`config.mk`:
```
export PLATFORM = sky130hd
export DESIGN_NAME = scan_link_sched
export DESIGN_NICKNAME = d
export VERILOG_FILES = /design/src/rtl/scan_link_pkg.sv /design/src/rtl/link_shift8.sv /design/src/rtl/scan_link_sched.sv
export SDC_FILE = /design/constraint.sdc
export NUM_CORES = 1
export LEC_CHECK = 0
export BUFFER_PORTS_ARGS = -buffer_cell sky130_fd_sc_hd__buf_2
export CAP_MARGIN = 20
export CELL_PAD_IN_SITES_DETAIL_PLACEMENT = 1
export CELL_PAD_IN_SITES_GLOBAL_PLACEMENT = 2
export CORE_MARGIN = 8
export CORE_UTILIZATION = 33
export CTS_BUF_LIST = sky130_fd_sc_hd__clkbuf_2
export DETAILED_ROUTE_END_ITERATION = 16
export PLACE_DENSITY_LB_ADDON = 0.1
export SLEW_MARGIN = 20
export SYNTH_ARGS = -nofsm -noshare
export SYNTH_HDL_FRONTEND = slang
export SYNTH_SLANG_ARGS = --single-unit
```
`constraint.sdc`:
```
create_clock -name clk -period 2.6 [get_ports clk]
set_clock_uncertainty 0.2 [all_clocks]
set_input_delay 0.65 -clock clk [delete_from_list [all_inputs] [get_ports clk]]
set_output_delay 0.65 -clock clk [all_outputs]
set_load 0.01 [all_outputs]
```
`src/rtl/scan_link_pkg.sv`:
```
// Shared definitions for the scanner link scheduler: command codes, FSM states, frame geometry.
package scan_link_pkg;

  localparam int unsigned FRAME_BITS = 8;
  localparam int unsigned FC_W       = 3;
  localparam int unsigned REQ_W      = 2;

  localparam logic [FRAME_BITS-1:0] CMD_BUF50  = 8'd1;
  localparam logic [FRAME_BITS-1:0] CMD_BUF80  = 8'd2;
  localparam logic [FRAME_BITS-1:0] CMD_BUF90  = 8'd3;
  localparam logic [FRAME_BITS-1:0] CMD_FULL   = 8'd4;
  localparam logic [FRAME_BITS-1:0] CMD_FLUSH  = 8'd5;
  localparam logic [FRAME_BITS-1:0] CMD_READY  = 8'd6;
  localparam logic [FRAME_BITS-1:0] CMD_BINARY = 8'd7;
  localparam logic [FRAME_BITS-1:0] CMD_ASCII  = 8'd8;

  typedef enum logic [2:0] {
    IDLE,
    WAIT_FRAME,
    SEND_CMD,
    SEND_DATA,
    GAP
  } state_e;

  // Bytes captured from the winning scanner at grant time.
  typedef struct packed {
    logic [FRAME_BITS-1:0] cmd;
    logic [FRAME_BITS-1:0] data;
  } xfer_t;

endpackage

```
`src/rtl/link_shift8.sv`:
```
// 8-bit parallel-load shifter with a registered MSB-first serial output; output is 0 when neither loading nor shifting.
module link_shift8
  import scan_link_pkg::*;
(
  input  logic                  clk,
  input  logic                  rst,
  input  logic                  load,
  input  logic                  shift,
  input  logic [FRAME_BITS-1:0] din,
  output logic                  q
);

  logic [FRAME_BITS-2:0] rest;

  // q carries the current bit; rest holds the bits still to go, MSB first.
  always_ff @(posedge clk) begin
    if (rst) begin
      q    <= 1'b0;
      rest <= '0;
    end else if (load) begin
      q    <= din[FRAME_BITS-1];
      rest <= din[FRAME_BITS-2:0];
    end else if (shift) begin
      q    <= rest[FRAME_BITS-2];
      rest <= {rest[FRAME_BITS-3:0], 1'b0};
    end else begin
      q    <= 1'b0;
      rest <= '0;
    end
  end

endmodule

```
`src/rtl/scan_link_sched.sv`:
```
// Round-robin scheduler of two scanners onto one framed serial link.
// Optional LINK_READY_GATE_EN: gate granting and frame start on readyForTransferIn.
module scan_link_sched
  import scan_link_pkg::*;
(
  input  logic                  clk,
  input  logic                  rst,
  input  logic [REQ_W-1:0]      req,
  input  logic [FRAME_BITS-1:0] cmd0,
  input  logic [FRAME_BITS-1:0] cmd1,
  input  logic [FRAME_BITS-1:0] data0,
  input  logic [FRAME_BITS-1:0] data1,
  input  logic                  readyForTransferIn,
  output logic                  dataOut,
  output logic [REQ_W-1:0]      grant,
  output logic                  done,
  output logic                  busy,
  output logic [FC_W-1:0]       frameCount
);

  state_e           state, state_nxt;
  xfer_t            lat, lat_nxt;
  logic [REQ_W-1:0] grant_nxt;
  logic             ptr, ptr_nxt;
  logic             done_nxt;
  logic             busy_nxt;
  logic             win;
  logic             load, shift;
  logic [FRAME_BITS-1:0] shift_din;
  logic             frame_last;
  logic             link_ready;

`ifdef LINK_READY_GATE_EN
  assign link_ready = readyForTransferIn;
`else
  logic unused_ready;
  assign link_ready   = 1'b1;
  assign unused_ready = readyForTransferIn;
`endif

  assign frame_last = (frameCount == FC_W'(FRAME_BITS - 1));

  // Next-state, arbitration and shifter control.
  always_comb begin
    state_nxt = state;
    lat_nxt   = lat;
    grant_nxt = grant;
    ptr_nxt   = ptr;
    done_nxt  = 1'b0;
    win       = 1'b0;
    load      = 1'b0;
    shift     = 1'b0;
    shift_din = lat.cmd;
    case (state)
      IDLE: begin
        if ((|req) && link_ready) begin
          win       = (req == 2'b11) ? ptr : req[1];
          lat_nxt   = win ? {cmd1, data1} : {cmd0, data0};
          grant_nxt = win ? 2'b10 : 2'b01;
          state_nxt = WAIT_FRAME;
        end
      end
      WAIT_FRAME: begin
        if (frame_last && link_ready) begin
          load      = 1'b1;
          state_nxt = SEND_CMD;
        end
      end
      SEND_CMD: begin
        if (!frame_last) begin
          shift = 1'b1;
        end else if (lat.cmd == CMD_BINARY) begin
          load      = 1'b1;
          shift_din = lat.data;
          state_nxt = SEND_DATA;
        end else begin
          done_nxt  = 1'b1;
          ptr_nxt   = ~ptr;
          state_nxt = GAP;
        end
      end
      SEND_DATA: begin
        if (!frame_last) begin
          shift = 1'b1;
        end else begin
          done_nxt  = 1'b1;
          ptr_nxt   = ~ptr;
          state_nxt = GAP;
        end
      end
      GAP: begin
        if (frame_last) begin
          grant_nxt = '0;
          state_nxt = IDLE;
        end
      end
      default: state_nxt = IDLE;
    endcase
    busy_nxt = (state_nxt != IDLE);
  end

  always_ff @(posedge clk) begin
    if (rst) begin
      state      <= IDLE;
      lat        <= '0;
      grant      <= '0;
      ptr        <= 1'b0;
      done       <= 1'b0;
      busy       <= 1'b0;
      frameCount <= '0;
    end else begin
      state      <= state_nxt;
      lat        <= lat_nxt;
      grant      <= grant_nxt;
      ptr        <= ptr_nxt;
      done       <= done_nxt;
      busy       <= busy_nxt;
      frameCount <= frameCount + FC_W'(1);
    end
  end

  link_shift8 u_shift (
    .clk   (clk),
    .rst   (rst),
    .load  (load),
    .shift (shift),
    .din   (shift_din),
    .q     (dataOut)
  );

endmodule
```
==> metrics.yaml <==
drc_errors: 0
drt-pass1-iter-count: 4
finalSetupViolations: 0
synth_seq_area_share_pct: 41.4
synth.mux.area_fraction_pct: 10.1
register_area_um2: 701
place_congestion: 0.821
n_antenna_cell: 0
gr-total-overflow: 0
htreeDepth: 2
synth_xor_xnor_area_share_pct: 0.517
ioPinCount: 45
grt_use_total_pct: 12.2
rsz0062_at_grt: "false"
synth_top_area_share_pct: 41.4
critPathMaxFanout: 8
swShare_pct: 29.4
switchingPower_uw: 301
worst-path-buf-inv: 0
hold_buffers: 0
min_path_type: "reg -> reg"
core.rowCount: 26
initial_core_util_pct: 33.6
post_synth_num_cell_types: 40
hold_depth: 1
tritoncts.num_buffers: 5
synthArstFlopShare_pct: 0
finalHoldViolCount: 0
synth_fp_nets: 212
power.ir.vdd_worst_mv: 0.220
synthesis.area_mm2: 0.00169
synth.top_cells.by_area: "sky130_fd_sc_hd__dfxtp_1 41%, sky130_fd_sc_hd__mux2i_1 9.5%, sky130_fd_sc_hd__a211oi_2 8.9%"
worst_skew_pair.late_latency_ns: 0.36
clock_sink_count: 35
timing.final.max_slew_violations: 0
ctsRootBufferMaster: "sky130_fd_sc_hd__clkbuf_2"
cts-root-to-sink-buffers: 2
drtAntennaViolNets: 0
ff2ff_path_depth: 6
worst_setup_path_end_kind: "register"
timing.critical_path.max_delay_family: "simple AND/OR/NAND/NOR gates"
final_nets: 252
critical_path.slowest_cell: "sky130_fd_sc_hd__dfxtp_1"
final.setup.worst_slack_ns: 0.617
drt-wirelength-per-cell_um: 15.5
worst_path_largest_cell_delay_ns: 0.39
path_class: "reg -> reg"
vias_per_cell: 4.98
critPathArrivalTime_ns: 2.03
flop_pwr_share_pct: 58.9
cp_cell_sequence: "ha_1 -> ha_1 -> and4bb_2 -> nand3_1 -> nand3_1 -> a31oi_1"
ys.warnings.count: 0
synth-simple-area-share_pct: 20.0
run_status: "finished clean"
post_synth_fa_ha_maj_area_fraction_pct: 2.22
dp_worst_setup_slack_ns: 0.568
synth_top_area_cell: "sky130_fd_sc_hd__dfxtp_1"
cts_tree: "built"
static-leakage-power_uw: 0.000865
final.period_utilization_pct: 76.3
multi_input_area_um2: 895
placement.io_buffers: 43
detail_route.iter0.violations: 73
post_route_cells_drive_above_1_share_pct: 35.2
number_of_global_route_vias_before_repair: 1577
worst_pin_slew_ns: 0.529
timing.max_cap.violations: 0
cts_resized: 0
wire_length_of_the_first_global_routing_pass_um: 7320
cellInternalPower_uw: 723
maxSlewHeadroom_pct: 64.6
area_of_the_die_mm2: 0.00768
layout.cells.most_common: "sky130_fd_sc_hd__buf_2"
cts.clk_slew.worst_paths_ns: 0.19
crit_cells: 6
period_needed_ns: 1.98
synth_top_family_by_area: "simple AND/OR/NAND/NOR gates"
vias: 1410
cts_setup_buffers: 0
die_height_um: 87.6
dpl.hpwl_um: 3360
synth_compound_area_share_pct: 20.0
syn_avg_cell_area_um2: 9.84
top_library_cells_by_usage_in_the_layout_fill_and_taps_aside: "43 x sky130_fd_sc_hd__buf_2, 35 x sky130_fd_sc_hd__dfxtp_1, 21 x sky130_fd_sc_hd__nor2_1"
p_comb_share_pct: 17.4
core_area_mm2: 0.00504
critPathLaunchType: "register"
clock_network_fraction_of_design_power_pct: 23.7
fin_tns_setup_ns: 0
wirelength_um: 4380
post-layout-total-power_uw: 1020
area.growth.synth_to_final_pct: 16.6
die_width_um: 87.6
grt_max_degree: 21
crit_required_ns: 2.65
synthFlopType: "sky130_fd_sc_hd__dfxtp_1"
synth_seq_cells: 35
p_per_area_mw_per_mm2: 519
filler_cells: 613
synth_cells: 172
fmax_mhz: 504
synth_edf_count: 0
grt_antenna_before_repair: 0
==> area by class of cell <==
cell class	instances	share of cell area, %
tap	70	4.44
clock buffer	6	1.52
clock inverter	2	0.380
timing repair buffer	47	12.4
multi-input combinational	121	45.3
sequential	35	35.5
inverter	2	0.380
==> cells by family after synthesis <==
kind of cell             Yosys count
multiplexers                      17
XOR/XNOR                           1
buffers and inverters             16
adder cells (fa/ha/maj)            3
flip-flops                        35
AND/OR/NAND/NOR                   64
AO/OA/AOI/OAI                     36
==> metrics by stage <==
stage	hold WS [ns]	std cells	util, %	area, um2
2_1_floorplan	0.252	172	-	1690
3_3_place_gp	0.222	275	38.4	1940
3_5_place_dp	0.242	275	38.4	1940
4_1_cts	0.273	283	39.1	1970
5_1_grt	0.276	283	39.1	1970
6_report	0.262	283	39.1	1970
==> synth_stat cells, types with 2 or more instances <==
library cell and instances:
sky130_fd_sc_hd__a211oi_1 4, sky130_fd_sc_hd__a211oi_2 12, sky130_fd_sc_hd__a221oi_1 2, sky130_fd_sc_hd__a22oi_1 2, sky130_fd_sc_hd__a31oi_1 5, sky130_fd_sc_hd__and3_1 2, sky130_fd_sc_hd__and4bb_2 2, sky130_fd_sc_hd__buf_2 3
sky130_fd_sc_hd__buf_6 4, sky130_fd_sc_hd__clkbuf_1 6, sky130_fd_sc_hd__dfxtp_1 35, sky130_fd_sc_hd__ha_1 3, sky130_fd_sc_hd__inv_1 2, sky130_fd_sc_hd__mux2i_1 16, sky130_fd_sc_hd__nand2_1 13, sky130_fd_sc_hd__nand3_1 7
sky130_fd_sc_hd__nor2_1 21, sky130_fd_sc_hd__nor2_2 2, sky130_fd_sc_hd__nor2b_1 6, sky130_fd_sc_hd__nor3_1 4, sky130_fd_sc_hd__o21bai_1 2
==> path summary, 6_finish.rpt <==
kind	from	endpoint	slack, ns
hold / removal	frameCount[0]	frameCount[0]	0.26
setup / recovery	frameCount[0]	u_shift.rest[6]	0.62
setup reg to reg	frameCount[0]	u_shift.rest[6]	0.62
hold reg to reg	frameCount[0]	frameCount[0]	0.26
==> power groups by stage <==
stage | Clock, uW | Combinational, uW | Sequential, uW
detailed placement | 0 | 183 | 615
global route | 278 | 199 | 609
CTS | 253 | 183 | 604
finish | 243 | 178 | 603
floorplan | 0 | 134 | 607
global placement | 0 | 173 | 614
==> metal layers <==
metal / wire [um] / up-vias / track usage [%]
li1: - / 700 / -
met3: 265 / 2 / 4.13
met2: 2100 / 39 / 20.5
met5: 0 / - / 0
met4: 21 / 0 / 3.75
met1: 1990 / 669 / 14.2
==> state kept, by name, summed over array words and instances, names as in the netlist <==
signal        flops
grant             2
u_shift.q         1
u_shift.rest      7
lat              16
done              1
state             3
ptr               1
busy              1
frameCount        3
No activity file was read; power rests on OpenSTA's default activity.
